--- src/rtl/memory_port_arbiter.sv ---
// rtl/memory_port_arbiter.sv - two-requester burst arbiter for the shared backing-memory port
//
// Grants the memory port to the i-cache (line fill) or the d-cache (line fill or
// write-back) for one BLOCK_WORDS burst at a time.
// A tie between requesters goes to the one not served last.
//
// Ports:
//   clk, rst                          clock, synchronous active-high reset
//   i_req, i_addr                     i-cache line-fill request and line address
//   i_word_valid, i_word_idx,         per-word fill delivery to the i-cache
//   i_rdata, i_done                   and end-of-burst pulse
//   d_req, d_we, d_addr, d_wline      d-cache request, direction, line address, write-back line
//   d_word_valid, d_word_idx,         per-word fill delivery to the d-cache
//   d_rdata, d_done                   and end-of-burst pulse
//   mem_en, mem_we, mem_addr,         memory-side word access
//   mem_wdata, mem_rdata, mem_ready   mem_ready completes the current word
module memory_port_arbiter #(
    parameter int ADDR_WIDTH  = 17,
    parameter int LEN         = 32,
    parameter int BLOCK_WORDS = 4,
    parameter int BLOCK_IDX   = 2
) (
    input  logic                       clk,
    input  logic                       rst,
    input  logic                       i_req,
    input  logic [ADDR_WIDTH-1:0]      i_addr,
    output logic                       i_word_valid,
    output logic [BLOCK_IDX-1:0]       i_word_idx,
    output logic [LEN-1:0]             i_rdata,
    output logic                       i_done,
    input  logic                       d_req,
    input  logic                       d_we,
    input  logic [ADDR_WIDTH-1:0]      d_addr,
    input  logic [LEN*BLOCK_WORDS-1:0] d_wline,
    output logic                       d_word_valid,
    output logic [BLOCK_IDX-1:0]       d_word_idx,
    output logic [LEN-1:0]             d_rdata,
    output logic                       d_done,
    output logic                       mem_en,
    output logic                       mem_we,
    output logic [ADDR_WIDTH-1:0]      mem_addr,
    output logic [LEN-1:0]             mem_wdata,
    input  logic [LEN-1:0]             mem_rdata,
    input  logic                       mem_ready
);

    localparam int OFF = BLOCK_IDX + 2;
    localparam logic [ADDR_WIDTH-1:0] LINE_MASK = {{(ADDR_WIDTH-OFF){1'b1}}, {OFF{1'b0}}};
    localparam logic [BLOCK_IDX-1:0]  LAST_WORD = BLOCK_IDX'(BLOCK_WORDS - 1);

    typedef enum logic [1:0] {
        S_IDLE = 2'd0,
        S_BUSY = 2'd1,
        S_DONE = 2'd2
    } state_t;

    state_t                     state, state_nxt;
    logic                       owner_d;
    logic                       last_d;
    logic                       we_r;
    logic [BLOCK_IDX-1:0]       cnt;
    logic [ADDR_WIDTH-1:0]      base;
    logic [LEN*BLOCK_WORDS-1:0] line;

    logic                       grant_any;
    logic                       grant_d;
    logic                       grant_we;
    logic [ADDR_WIDTH-1:0]      grant_base;
    logic [BLOCK_IDX-1:0]       cnt_inc;
    logic [ADDR_WIDTH-1:0]      next_addr;
    logic [LEN-1:0]             next_wdata;

    // Grant choice and next-word address/data.
    always_comb begin
        grant_any  = i_req | d_req;
        grant_d    = (i_req && d_req) ? ~last_d : d_req;
        grant_we   = grant_d & d_we;
        grant_base = (grant_d ? d_addr : i_addr) & LINE_MASK;
        cnt_inc    = cnt + 1'b1;
        // base has its low OFF bits clear, so the offset never carries past the line.
        next_addr  = base + {{(ADDR_WIDTH-OFF){1'b0}}, cnt_inc, 2'b00};
        // line is held at zero for fills, so fills drive zero write data.
        next_wdata = line[int'(cnt_inc)*LEN +: LEN];
    end

    always_ff @(posedge clk) begin
        if (rst) begin
            state <= S_IDLE;
        end else begin
            state <= state_nxt;
        end
    end

    always_comb begin
        state_nxt = state;
        case (state)
            S_IDLE:  if (grant_any) state_nxt = S_BUSY;
            S_BUSY:  if (mem_ready && cnt == LAST_WORD) state_nxt = S_DONE;
            S_DONE:  state_nxt = S_IDLE;
            default: state_nxt = S_IDLE;
        endcase
    end

    // All outputs are registered; word_valid and done default low so they pulse.
    always_ff @(posedge clk) begin
        if (rst) begin
            owner_d      <= 1'b0;
            last_d       <= 1'b1;
            we_r         <= 1'b0;
            cnt          <= '0;
            base         <= '0;
            line         <= '0;
            i_word_valid <= 1'b0;
            i_word_idx   <= '0;
            i_rdata      <= '0;
            i_done       <= 1'b0;
            d_word_valid <= 1'b0;
            d_word_idx   <= '0;
            d_rdata      <= '0;
            d_done       <= 1'b0;
            mem_en       <= 1'b0;
            mem_we       <= 1'b0;
            mem_addr     <= '0;
            mem_wdata    <= '0;
        end else begin
            i_word_valid <= 1'b0;
            d_word_valid <= 1'b0;
            i_done       <= 1'b0;
            d_done       <= 1'b0;
            case (state)
                S_IDLE: begin
                    if (grant_any) begin
                        owner_d   <= grant_d;
                        last_d    <= grant_d;
                        we_r      <= grant_we;
                        base      <= grant_base;
                        line      <= grant_we ? d_wline : '0;
                        cnt       <= '0;
                        mem_en    <= 1'b1;
                        mem_we    <= grant_we;
                        mem_addr  <= grant_base;
                        mem_wdata <= grant_we ? d_wline[LEN-1:0] : '0;
                    end
                end
                S_BUSY: begin
                    if (mem_ready) begin
                        if (!we_r) begin
                            if (owner_d) begin
                                d_word_valid <= 1'b1;
                                d_word_idx   <= cnt;
                                d_rdata      <= mem_rdata;
                            end else begin
                                i_word_valid <= 1'b1;
                                i_word_idx   <= cnt;
                                i_rdata      <= mem_rdata;
                            end
                        end
                        if (cnt != LAST_WORD) begin
                            cnt       <= cnt_inc;
                            mem_addr  <= next_addr;
                            mem_wdata <= next_wdata;
                        end else begin
                            cnt       <= '0;
                            mem_en    <= 1'b0;
                            mem_we    <= 1'b0;
                            mem_addr  <= '0;
                            mem_wdata <= '0;
                        end
                    end
                end
                S_DONE: begin
                    cnt <= '0;
                    if (owner_d) d_done <= 1'b1;
                    else         i_done <= 1'b1;
                end
                default: ;
            endcase
        end
    end

endmodule

--- config.mk ---
export PLATFORM = sky130hd
export DESIGN_NAME = memory_port_arbiter
export DESIGN_NICKNAME = d
export VERILOG_FILES = /design/src/rtl/memory_port_arbiter.sv
export SDC_FILE = /design/constraint.sdc
export NUM_CORES = 1
export LEC_CHECK = 0
export CAP_MARGIN = 20
export CORE_ASPECT_RATIO = 0.8
export CORE_MARGIN = 5
export CORE_UTILIZATION = 40
export DETAILED_ROUTE_END_ITERATION = 8
export HOLD_SLACK_MARGIN = 0.15
export MAX_ROUTING_LAYER = met4
export PLACE_DENSITY = 0.7
export SYNTH_ARGS = -nofsm -noshare
export SYNTH_HDL_FRONTEND = slang
export SYNTH_SLANG_ARGS = --single-unit
--- constraint.sdc ---
create_clock -name clk -period 2.65 [get_ports clk]
set_input_delay 0.53 -clock clk [delete_from_list [all_inputs] [get_ports clk]]
set_output_delay 0.53 -clock clk [all_outputs]
set_load 0.01 [all_outputs]
# Word level (Yosys, flattened, before mapping)
# Index checks and enable logic that the tools add are counted.
# op_classes
n_eq_ne	8
n_mux	27
n_reduce_logical	14
addsub	2
bitwise_logic	8
shift	1
# ops
cell	n
$mux W128	1
$mux W32	4
$shiftx A128 B8 Y32	1
$mux W17	4
$pmux W32 S2	1
$pmux W17 S2	1
$add A17 B4 Y17	1
$reduce_and A4 Y1	3
$mux W2	5
$ne A2 B2 Y1 const B	5
$mux W1	7
$not A1 Y1	6
$pmux W2 S3	1
$reduce_and A3 Y1	2
$eq A2 B2 Y1 const B	2
$pmux W1 S2	2
$pmux W2 S2	1
$reduce_and A2 Y1	2
$reduce_or A4 Y1	1
$reduce_bool A3 Y1	1
$add A2 B1 Y2 const B	1
$eq A2 B1 Y1 const B	1
$logic_and A1 B1 Y1	2
$logic_not A2 Y1	1
other kinds (4)	4
# word_totals
ff_bits	271
elab_cells	79
input_bits	200
output_inout_bits	123

# Longest topological paths before layout
# Gate-level depths: netlist of run 1.
# depth
depth_word	6
depth_mapped	8

# Worst setup path after synthesis of run 1
# OpenSTA, ideal clock, no wires.
# synth_path
kind	flip-flop to flip-flop
startpoint	reg cnt[1]
endpoint	reg mem_wdata[10]
setup_time_ps	146
synth_period_minus_slack_ps	1888
stages_incl_launch_ff	7
required_ps	2504
setup_slack_ps	762
arrival_ps	1742
path_cell_list	dfxtp_1 -> ha_1 -> buf_6 -> buf_2 -> mux4_2 -> a22oi_2 -> a211oi_2
# synth_via
elab_chain_len	5
elab_cells_between_ends	6
# synth_rtl
element	line	source
from (decl)	61	logic [BLOCK_IDX-1:0] cnt;
from (signal assigned)	159	cnt <= cnt_inc;
$add A2 B1 Y2	79	cnt_inc = cnt + 1'b1;
$shiftx A128 B8 Y32	83	next_wdata = line[int'(cnt_inc)*LEN +: LEN];
$mux W32 *	158	if (cnt != LAST_WORD) begin
$mux W32 *	146	if (mem_ready) begin
$pmux W32 S2 *	130	case (state)
to (signal assigned)	142	mem_wdata <= grant_we ? d_wline[LEN-1:0] : '0;
to (signal assigned)	161	mem_wdata <= next_wdata;
to (decl)	42	output logic [LEN-1:0] mem_wdata,
# Every way passes the cells marked *; elsewhere a longest branch is shown, timed or not. The select of a mux whose other input is x is not followed.
# A chain may end at the register's enable or synchronous reset.

# Worst setup path after layout of run 1
# layout_path
startpoint	reg state[0]
endpoint	reg mem_wdata[20]
# layout_via
elab_chain_len	3
elab_cells_between_ends	7
# layout_rtl
element	line	source
from (decl)	57	state_t state, state_nxt;
from (signal assigned)	90	state <= state_nxt;
$eq A2 B1 Y1 / $logic_not A2 Y1 (equally long branches)	130	
$ne A2 B2 Y1 (no source line) / $reduce_bool A2 Y1 (equally long branches)	n/a	
$reduce_and A3 Y1 (no source line)	n/a	
# Several ways; a longest one is shown, not always the timed one.

==> reports/qor.log, run 1 <==
qor: run_status.status completed
qor: power.power.combinational.fraction 0.152
qor: logic_synthesis.syn-mean-instance-area 9.811 um^2
qor: timing.grt_setup_unrepaired false
qor: floorplanning.floorplan.core_area 27090 um^2
qor: grt.gr-total-overflow 0
qor: power.clock_power_share 0.400
qor: logic_synthesis.yosysTopAreaCellShare 0.4940
qor: hold_path.worstHoldPathType register to register
qor: cells_and_area.finalNetCount 1583
qor: floorplanning.starting_utilization_of_the_core_area 0.4023
qor: logic_synthesis.seq_area_frac_synth 0.4940
qor: logic_synthesis.yosysWarningCount 0
qor: clocking.cts_htree_levels 1
qor: power.p_int 0.007205 W
qor: drt.dr_wl_cell 17.92 um
qor: cells_and_area.register_area 5386 um^2
qor: grt.grt_first_pass_wirelength 49.62 mm
qor: drt.drc_errors 0
qor: hold_path.holdPathStages 2
qor: timing.f_max 501.8 MHz
qor: floorplanning.fp.dieArea 30670 um^2
qor: logic_synthesis.synth_area 10900 um^2
qor: timing.setup_tns 0 ns
qor: logic_synthesis.synth.area.mux_share 0.07955
qor: placement.portBuffers 312
qor: critical_path.timing.critical_path.arrival 2.40 ns
qor: power.power_density 628.8 nW/um^2
qor: drt.drt.antenna.violating_nets 0
qor: critical_path.reg2reg_slack 0.66 ns
qor: drt.initialDrtViolationCount 454
qor: floorplanning.floorplan.die.height 157.7 um
qor: drt.route.detailed.vias_per_inst 5.240
qor: timing.final_period_minus_worst_setup_slack 1.993 ns
qor: logic_synthesis.share_of_flip_flops_with_an_asynchronous_set_or_reset_after_synthesis 0
qor: placement.dp_hpwl 21.39 mm
qor: timing.final-max-slew-violation-count 0
qor: clocking.post-cts-setup-buffers 0
qor: floorplanning.chipWidth 194.6 um
qor: grt.via_count_of_the_first_global_routing_pass 9071
qor: grt.grt_antenna_before_repair 1
qor: clocking.cts_resized 0
qor: floorplanning.std_cell_rows 54
qor: hold_path.hold_worst_path_end i_rdata[29]
qor: logic_synthesis.yosys.area_share.xor_xnor 0
qor: timing.hold_viol 0
qor: power.power.ir.vdd_worst 0.4190 mV
qor: floorplanning.ioPinCount 323
qor: clocking.tritoncts built
qor: power.power_frac_seq 0.448
qor: logic_synthesis.synth_seq_cells 269
qor: clocking.cts-buffers-inserted 28
qor: drt.drt_wl_total 31.69 mm
qor: clocking.clk_pin_slew_worst_paths 0.06 ns
qor: timing.worst_slew_pin_slew 0.6259 ns
qor: cells_and_area.layout-drive-gt1-share 0.1505
qor: logic_synthesis.synth_adder_area_share 0.001148
qor: logic_synthesis.synthTopCellsByArea dfxtp_1, a22oi_1, nor2_1
qor: power.switching_power 0.002417 W
qor: run.maxCapViolations 0
qor: logic_synthesis.most_instantiated_flip_flop_cell_in_the_synthesis_netlist dfxtp_1
qor: critical_path.worst_r2r_endpoint mem_wdata[20]
qor: hold_path.min_from i_rdata[29]
qor: logic_synthesis.synth_top_family_by_area compound AO/OA/AOI/OAI gates
qor: critical_path.worstRegToRegCells 6
qor: critical_path.reg2reg_from state[0]
qor: cells_and_area.multiInputGateArea 4903 um^2
qor: power.leakage 5.287 nW
qor: power.power_switching_share 0.2512
qor: logic_synthesis.cell_count_after_synthesis 1111
qor: logic_synthesis.share_of_the_synthesized_area_in_compound_gates_ao_oa_aoi_oai 0.2146
qor: placement.place_inst 1716
qor: critical_path.timing.critical_path.required 3.06 ns
qor: grt.grt_start_max_net_pins 77
qor: critical_path.crit_path_end_kind register
qor: clocking.cts-root-buf clkbuf_16
qor: clocking.clkSinkCount 269
qor: timing.timing.final.crit_share 0.7520
qor: logic_synthesis.synth.lib_cells_used.distinct 44
qor: cells_and_area.fillCellCount 2355
qor: timing.timing.slew.headroom 0.5827
qor: placement.gp_routability_congestion 0.8054
qor: clocking.cts_hold_buffers 0
qor: logic_synthesis.synth-edff-count 0
qor: grt.total_routing_usage_reported_by_global_routing 0.2018
qor: cells_and_area.stdcell_count 1768
qor: critical_path.cp_startpoint_kind register
qor: drt.drt-pass1-iter-count 5
qor: logic_synthesis.synth_largest_area_cell dfxtp_1
qor: drt.vias 9264
qor: timing.timing.clock.skew 0.009149 ns
qor: cells_and_area.flow.area_growth_from_synthesis 40.39%
qor: critical_path.crit_path_max_fanout 23
qor: clocking.clock_latency 0.53 ns
qor: clocking.clock_buffer_depth 3
qor: logic_synthesis.simple_gate_fraction_of_synth_area 0.1514
qor: timing.setup_violations 0
qor: critical_path.critical_path_class register to register
-- cell usage after synthesis (2+ instances only) --
cell type / count
buf_2: 36
buf_6: 9
nor3_1: 28
nor2_1: 203
a21oi_1: 77
a221oi_2: 6
a211oi_2: 30
mux2_2: 13
o21a_1: 2
buf_4: 18
nor4b_1: 2
dfxtp_1: 269
a221oi_1: 7
nand2b_1: 2
nand2_1: 143
clkbuf_1: 44
o21ai_0: 2
a22oi_1: 130
buf_12: 3
mux4_2: 32
or3_1: 2
nor3_2: 2
a22oi_2: 30
-- area by class of cell --
type / count / area share
flip-flops and latches: 269 / 0.3520
multi-input cells: 733 / 0.3204
repair buffers: 350 / 0.2377
clock buffers: 37 / 0.05265
well taps: 364 / 0.02976
clock inverters: 13 / 0.007195
diodes: 2 / 0.0003270
-- cell families (layout without fill, tap and decap cells) --
logic type / count (synthesis) / count (layout)
multiplexers: 45 / 45
buffers and inverters: 110 / 400
AND/OR/NAND/NOR: 396 / 396
flip-flops: 269 / 269
AO/OA/AOI/OAI: 289 / 289
adder cells (fa/ha/maj): 1 / 1
other: 1 / 4
-- how the worst max path moves through the flow --
stage / startpoint / to / slack [ns] / cells after the start
floorplan: cnt[1] / mem_wdata[10] / 0.76 / 6
global placement: i_req / mem_addr[6] / 0.22 / 6
detailed placement: i_req / mem_addr[16] / 0.20 / 6
CTS: mem_wdata[22] / mem_wdata[22] / 0.64 / 1
global route: state[0] / mem_wdata[30] / 0.55 / 5
finish: state[0] / mem_wdata[20] / 0.66 / 6
-- registers in the layout (all words and copies together), names as in the netlist, 2 cells and up --
signal and flops:
mem_addr 15, i_word_idx 2, state 2, mem_wdata 32
i_rdata 32, d_rdata 32, line 128, d_word_idx 2
base 13, cnt 2
-- cell usage in the layout (no fill, tap or decap), drive strengths merged --
| cell type | synthesis | layout |
|---|---|---|
| clkdlybuf4s50 | 0 | 311 |
| nand2 | 143 | 143 |
| clkbuf | 44 | 38 |
| mux2 | 13 | 13 |
| o21ai | 3 | 3 |
| diode | 0 | 2 |
| clkinv | 0 | 7 |
| nand4 | 1 | 1 |
| or3b | 1 | 1 |
| and3 | 1 | 1 |
| a211oi | 31 | 31 |
| nor3b | 2 | 2 |
| clkinvlp | 0 | 5 |
| buf | 66 | 38 |
| nor4b | 2 | 2 |
| a21boi | 1 | 1 |
| mux4 | 32 | 32 |
| a31oi | 1 | 1 |
| bufinv | 0 | 1 |
| nor2b | 2 | 2 |
| nand3b | 1 | 1 |
| o21a | 2 | 2 |
| nor4bb | 1 | 1 |
| nand3 | 1 | 1 |
| a221oi | 13 | 13 |
| conb | 1 | 2 |
| nand2b | 2 | 2 |
| nor3 | 30 | 30 |
| and4 | 1 | 1 |
| a22oi | 160 | 160 |
| or3 | 2 | 2 |
| or2 | 1 | 1 |
| a21oi | 77 | 77 |
| dfxtp | 269 | 269 |
| nor2 | 205 | 205 |
| a222oi | 1 | 1 |
| ha | 1 | 1 |
-- worst max-delay path, cell delays in order (launching register included) --
cell      delay, ns
dfxtp_1        0.58
nand2b_1       0.23
buf_4          0.27
and3_2         0.26
buf_12         0.18
a22oi_2        0.23
a211oi_2       0.08
-- per-stage QoR --
| step | utilization | area [um^2] | hold slack [ns] | setup WS, ns | power, W |
|---|---|---|---|---|---|
| after global placement | 0.5308 | 14380 | 0.4416 | 0.2166 | 0.005847 |
| after detailed placement | 0.5308 | 14380 | 0.4456 | 0.2005 | 0.005867 |
| after CTS | 0.5647 | 15300 | 0.4542 | 0.6392 | 0.009759 |
| after global routing | 0.5647 | 15300 | 0.4693 | 0.5523 | 0.01004 |
| final | 0.5648 | 15300 | 0.4535 | 0.6572 | 0.009622 |
| after floorplan | - | 10900 | 0.4600 | 0.7616 | 0.005133 |
-- layer usage --
metal	up-vias	share of wire	global-route usage
met4	0	0.025	0.05656
li1	4484	-	-
met3	49	0.064	0.04404
met2	313	0.47	0.3111
met5	-	0	-
met1	4418	0.44	0.2711
-- power by group through the flow --
stage / Combinational [W] / Clock [W] / Sequential, W
after floorplan: 0.000710 / 0 / 0.00442
after global placement: 0.00145 / 0 / 0.00439
after detailed placement: 0.00147 / 0 / 0.00440
after CTS: 0.00147 / 0.00397 / 0.00431
after global routing: 0.00158 / 0.00413 / 0.00433
final: 0.00146 / 0.00385 / 0.00431
No activity file was read; power rests on OpenSTA's default activity.
==> run 2: changes to the inputs <==
PLACE_DENSITY = 0.72   (was 0.7)
clock period = 1.8 ns   (was 2.65 ns; I/O delays follow)
==> reports/qor.log, run 2 (synthesized netlist as in run 1, its figures left out) <==
qor: critical_path.critical_path_class register to register
qor: grt.via_count_of_the_first_global_routing_pass 9433 [+4.0%]
qor: timing.timing.final.crit_share 0.9896 [+0.2376]
qor: timing.timing.slew.headroom 0.6431 [+0.06035]
qor: run.maxCapViolations 0 [unchanged]
qor: power.power.ir.vdd_worst 0.5884 mV [+40%]
qor: clocking.tritoncts built
qor: timing.final-max-slew-violation-count 0 [unchanged]
qor: clocking.clock_buffer_depth 3 [unchanged]
qor: hold_path.hold_worst_path_end mem_wdata[4]
qor: drt.drt.antenna.violating_nets 0 [unchanged]
qor: timing.worst_slew_pin_slew 0.5354 ns [-0.09052 ns]
qor: cells_and_area.layout_commonest_cell dfxtp_1
qor: placement.placedInstanceArea 14570 um^2 [+1.3%]
qor: critical_path.crit_path_end_kind register
qor: clocking.post-cts-setup-buffers 0 [unchanged]
qor: drt.initialDrtViolationCount 632 [+39%]
qor: timing.f_max 561.4 MHz [+12%]
qor: cells_and_area.finalNetCount 1602 [+1.2%]
qor: floorplanning.floorplan.core_area 27090 um^2 [unchanged]
qor: drt.route.detailed.vias_per_inst 5.297 [+1.1%]
qor: critical_path.timing.critical_path.arrival 2.18 ns [-0.22 ns]
qor: drt.dr_wl_cell 18.90 um [+5.5%]
qor: critical_path.crit_path_max_fanout 9 [-61%]
qor: grt.gr-total-overflow 0 [unchanged]
qor: cells_and_area.multiInputGateArea 4918 um^2 [+0.31%]
qor: hold_path.worstHoldPathType primary input to register
qor: timing.timing.clock.skew 0.007032 ns [-0.002117 ns]
qor: floorplanning.starting_utilization_of_the_core_area 0.4023 [unchanged]
qor: drt.drt_wl_total 33.72 mm [+6.4%]
qor: placement.placement.setup.worst_slack -0.3630 ns [-0.5636 ns]
qor: cells_and_area.antenna_cells 0 [-2]
qor: drt.vias 9449 [+2.0%]
qor: floorplanning.ioPinCount 323 [unchanged]
qor: cells_and_area.flow.area_growth_from_synthesis 43.04%
qor: clocking.cts_htree_levels 1 [unchanged]
qor: run_status.status completed
qor: timing.whs 0.3707 ns [-0.08280 ns]
qor: drt.drt-pass1-iter-count 5 [unchanged]
qor: placement.gp_routability_congestion 0.8330 [+3.4%]
qor: timing.hold_viol 0 [unchanged]
qor: cells_and_area.layout-drive-gt1-share 0.1634 [+0.01288]
qor: clocking.cts-buffers-inserted 27 [-3.6%]
qor: cells_and_area.registers.top_by_ff_count line
qor: power.leakage 6.462 nW [+22%]
qor: clocking.clock_latency 0.52 ns [about the same]
qor: critical_path.cp_startpoint_kind register
qor: floorplanning.fp.dieArea 30670 um^2 [unchanged]
qor: timing.worst_slack 0.01865 ns [-0.6385 ns]
qor: clocking.clkSinkCount 269 [unchanged]
qor: critical_path.reg2reg_from cnt[0]
qor: cells_and_area.register_area 5388 um^2 [about the same]
qor: timing.final_period_minus_worst_setup_slack 1.781 ns [-0.2115 ns]
qor: clocking.clk_pin_slew_worst_paths 0.06 ns [about the same]
qor: critical_path.worst_r2r_endpoint mem_wdata[30]
qor: timing.setup_violations 0 [unchanged]
qor: placement.portBuffers 312 [unchanged]
qor: power.power_density 904.1 nW/um^2 [+44%]
qor: clocking.cts-root-buf clkbuf_16
qor: critical_path.timing.critical_path.required 2.20 ns [-0.86 ns]
qor: floorplanning.std_cell_rows 54 [unchanged]
qor: cells_and_area.fillCellCount 2350 [-0.21%]
qor: timing.grt_setup_unrepaired true
qor: floorplanning.floorplan.die.height 157.7 um [unchanged]
qor: hold_path.holdPathStages 2 [unchanged]
qor: hold_path.min_from rst
qor: drt.drc_errors 0 [unchanged]
qor: cells_and_area.max_ffs_per_register 128 [unchanged]
qor: critical_path.worstRegToRegCells 5 [-1]
qor: grt.grt_first_pass_wirelength 52.41 mm [+5.6%]
qor: cells_and_area.final_cell_mix dfxtp_1, clkdlybuf4s50_1, nor2_1, nand2_1, a22oi_1
qor: critical_path.reg2reg_slack 0.02 ns [-0.64 ns]
qor: grt.grt_antenna_before_repair 0 [-1]
qor: grt.total_routing_usage_reported_by_global_routing 0.2135 [+0.01166]
qor: placement.dp_hpwl 22.50 mm [+5.2%]
qor: grt.grt_start_max_net_pins 80 [+3.9%]
qor: floorplanning.chipWidth 194.6 um [unchanged]
qor: cells_and_area.design_area 15590 um^2 [+1.9%]
## run 2: area by class of cell
type,instances,share of cell area
flip-flops and latches,269,0.3455
multi-input cells,733,0.3154
repair buffers,370,0.2529
clock buffers,38,0.05176
well taps,364,0.02921
clock inverters,10,0.005136
## run 2: layer usage
metal,part of all wire,GRT usage,wire length [um],vias up
met5,0,-,0,-
met4,0.019,0.04183,656,0
met3,0.061,0.04021,2064,49
met2,0.48,0.3453,16150,317
met1,0.44,0.2848,14840,4557
li1,-,-,-,4526
## run 2: report_power, final
part / internal (W) / switching (W)
registers: 0.00621 / 0.000144
logic: 0.00112 / 0.00109
clock network: 0.00325 / 0.00229
## run 2: worst max-delay path, stage by stage, from the launching register on
cell and delay, ns:
dfxtp_2 0.34, ha_4 0.34, buf_12 0.17, mux4_2 0.52
a22oi_2 0.20, a211oi_2 0.08
## run 2: how the worst max path moves through the flow
stage | depth (start not counted) | endpoint | slack [ns] | start
final | 5 | mem_wdata[30] | 0.02 | cnt[0]
after global routing | 5 | mem_wdata[30] | -0.06 | cnt[0]
after CTS | 5 | mem_wdata[0] | -0.01 | cnt[1]
after detailed placement | 7 | mem_wdata[7] | -0.36 | i_req
after global placement | 6 | mem_addr[6] | -0.31 | d_req
after floorplan | 6 | mem_wdata[10] | -0.09 | cnt[1]
## run 2: timing repair
item | CTS | global route
hold buffers | 0 | 0
gates cloned | 1 | 1
endpoints found under the setup margin | 90 | 107
pin swaps | 1 | 2
gates resized for setup | 65 | 51
## run 2: metrics by stage
stage	std cells	total power, W	util	setup TNS (ns)
global route	1784	0.01469	0.5755	-0.2647
detailed placement	1734	0.008720	0.5377	-59.71
CTS	1783	0.01425	0.5693	-0.04602
finish	1784	0.01410	0.5755	0
global placement	1734	0.008686	0.5377	-53.31
floorplan	1112	0.007556	-	-2.241
==> run 3: changes to the inputs <==
PLACE_DENSITY = 0.7   (was 0.72)
clock period = 1.9 ns   (was 1.8 ns; I/O delays follow)
==> reports/qor.log, run 3 (synthesized netlist as in run 1, its figures left out) <==
qor: drt.initialDrtViolationCount 547 [-13%]
qor: grt.total_routing_usage_reported_by_global_routing 0.2076 [-0.005923]
qor: cells_and_area.fillCellCount 2335 [-0.64%]
qor: run_status.status completed
qor: critical_path.crit_path_max_fanout 2 [-7]
qor: timing.timing.clock.skew 0.01461 ns [+0.007581 ns]
qor: clocking.cts_htree_levels 1 [unchanged]
qor: cells_and_area.registers.top_by_ff_count line
qor: grt.grt_start_max_net_pins 58 [-28%]
qor: critical_path.timing.critical_path.required 1.52 ns [-0.68 ns]
qor: hold_path.hold_worst_path_end line[96]
qor: clocking.tritoncts built
qor: grt.grt_first_pass_wirelength 51.39 mm [-1.9%]
qor: placement.gp_routability_congestion 0.8003 [-3.9%]
qor: critical_path.worst_r2r_endpoint mem_wdata[31]
qor: cells_and_area.utilization 0.5791 [+0.003556]
qor: timing.final_period_minus_worst_setup_slack 1.830 ns
qor: drt.drt.antenna.violating_nets 0 [unchanged]
qor: floorplanning.chipWidth 194.6 um [unchanged]
qor: drt.dr_wl_cell 17.90 um [-5.3%]
qor: drt.drt-pass1-iter-count 5 [unchanged]
qor: cells_and_area.finalNetCount 1610 [+0.50%]
qor: cells_and_area.multiInputGateArea 4913 um^2 [-0.10%]
qor: clocking.cts_hold_buffers 0 [unchanged]
qor: drt.vias 9372 [-0.81%]
qor: placement.dp_hpwl 22.54 mm [+0.19%]
qor: placement.portBuffers 312 [unchanged]
qor: cells_and_area.max_ffs_per_register 128 [unchanged]
qor: critical_path.cpMaxStageDelayCell clkdlybuf4s50_1
qor: floorplanning.floorplan.die.height 157.7 um [unchanged]
qor: clocking.clkSinkCount 269 [unchanged]
qor: critical_path.critical_path_class register to primary output
qor: drt.route.detailed.vias_per_inst 5.212 [-1.6%]
qor: floorplanning.starting_utilization_of_the_core_area 0.4023 [unchanged]
qor: cells_and_area.layout-drive-gt1-share 0.1664 [+0.003053]
qor: critical_path.cpPeakStageDelay 0.55 ns [+0.03 ns]
qor: floorplanning.std_cell_rows 54 [unchanged]
qor: power.power.ir.vdd_worst 0.5993 mV [+1.8%]
qor: clocking.cts-root-buf clkbuf_16
qor: grt.grt_antenna_before_repair 3 [+3]
qor: grt.via_count_of_the_first_global_routing_pass 9464 [+0.33%]
qor: critical_path.cp_startpoint_kind register
qor: timing.timing.final.crit_share 0.9633
qor: timing.grt_setup_unrepaired false
qor: floorplanning.ioPinCount 323 [unchanged]
qor: cells_and_area.design_area 15690 um^2 [+0.62%]
qor: hold_path.worstHoldPathType primary input to register
qor: critical_path.reg2reg_from cnt[0]
qor: placement.placedInstanceArea 14720 um^2 [+1.1%]
qor: timing.f_max 546.4 MHz
qor: clocking.post-cts-setup-buffers 0 [unchanged]
qor: hold_path.min_from rst
qor: cells_and_area.flow.area_growth_from_synthesis 43.93%
qor: timing.setup_violations 0 [unchanged]
qor: clocking.clk_pin_slew_worst_paths 0.06 ns [about the same]
qor: floorplanning.floorplan.core_area 27090 um^2 [unchanged]
qor: drt.drc_errors 0 [unchanged]
qor: critical_path.crit_path_end_kind primary output
qor: floorplanning.fp.dieArea 30670 um^2 [unchanged]
qor: cells_and_area.layout_commonest_cell clkdlybuf4s50_1
qor: critical_path.timing.critical_path.cells clkdlybuf4s50_1
qor: timing.hold_viol 0 [unchanged]
qor: power.power_density 869.4 nW/um^2 [-3.8%]
qor: cells_and_area.register_area 5388 um^2 [unchanged]
qor: critical_path.reg2reg_slack 0.12 ns [+0.10 ns]
qor: critical_path.worstRegToRegCells 4 [-1]
qor: hold_path.holdPathStages 2 [unchanged]
qor: drt.drt_wl_total 32.19 mm [-4.5%]
qor: clocking.cts-buffers-inserted 28 [+3.7%]
qor: timing.final-max-slew-violation-count 0 [unchanged]
qor: critical_path.worst_path_dominant_cell_family buffers and inverters
qor: power.leakage 5.550 nW [-14%]
qor: timing.worst_slew_pin_slew 0.5124 ns [-0.02299 ns]
qor: critical_path.timing.critical_path.arrival 1.45 ns [-0.73 ns]
qor: grt.gr-total-overflow 0 [unchanged]
qor: run.maxCapViolations 0 [unchanged]
qor: clocking.clock_buffer_depth 3 [unchanged]
qor: clocking.clock_latency 0.54 ns [+0.02 ns]
qor: cells_and_area.final_cell_mix clkdlybuf4s50_1, dfxtp_1, nor2_1, nand2_1, a22oi_1
qor: critical_path.critical_path.n_buffers_inverters 1 [unchanged]
qor: timing.timing.slew.headroom 0.6584 [+0.01533]
run 3: repair_timing:
item,4_1_cts,5_1_grt
endpoints found under the hold margin,0,0
cloned,0,0
setup endpoints to repair,2,28
resized for setup,2,6
run 3: worst max path at each step:
stage               cells past startpoint       endpoint  slack, ns           from
floorplan                               6  mem_wdata[10]       0.01         cnt[1]
global placement                        8   mem_wdata[0]      -0.22          i_req
detailed placement                      6   mem_addr[16]      -0.24          d_req
CTS                                     1  mem_wdata[26]       0.02  mem_wdata[26]
global route                            1     d_rdata[5]      0.002     d_rdata[5]
finish                                  1   mem_wdata[3]       0.07   mem_wdata[3]
run 3: metrics by stage:
| step | instances | total power [W] | setup WS (ns) | hold WS (ns) | setup TNS, ns |
|---|---|---|---|---|---|
| finish | 1798 | 0.01364 | 0.06981 | 0.3595 | 0 |
| CTS | 1794 | 0.01380 | 0.01982 | 0.3389 | 0 |
| detailed placement | 1743 | 0.008292 | -0.2382 | 0.4465 | -38.56 |
| floorplan | 1112 | 0.007159 | 0.01160 | 0.4600 | 0 |
| global placement | 1743 | 0.008266 | -0.2202 | 0.4414 | -31.17 |
| global route | 1797 | 0.01424 | 0.001846 | 0.3600 | 0 |
run 3: per-layer routing:
layer / wire, um / vias up / track usage
met1: 14510 / 4454 / 0.2785
met2: 14800 / 306 / 0.3229
li1: - / 4554 / -
met5: 0 / - / -
met3: 1961 / 58 / 0.04064
met4: 924 / 0 / 0.05991
run 3: report_power, final:
part           total [W]  internal, W  switching (W)
sequential       0.00602      0.00588       0.000140
combinational    0.00215      0.00115        0.00100
clock            0.00547      0.00325        0.00222
run 3: final cells by class:
class / count / share of cell area
Antenna cell: 4 / 0.0006380
Clock buffer: 39 / 0.05184
Tap cell: 364 / 0.02903
Multi-Input combinational cell: 733 / 0.3132
Clock inverter: 12 / 0.007257
Timing Repair Buffer: 377 / 0.2546
Sequential cell: 269 / 0.3434
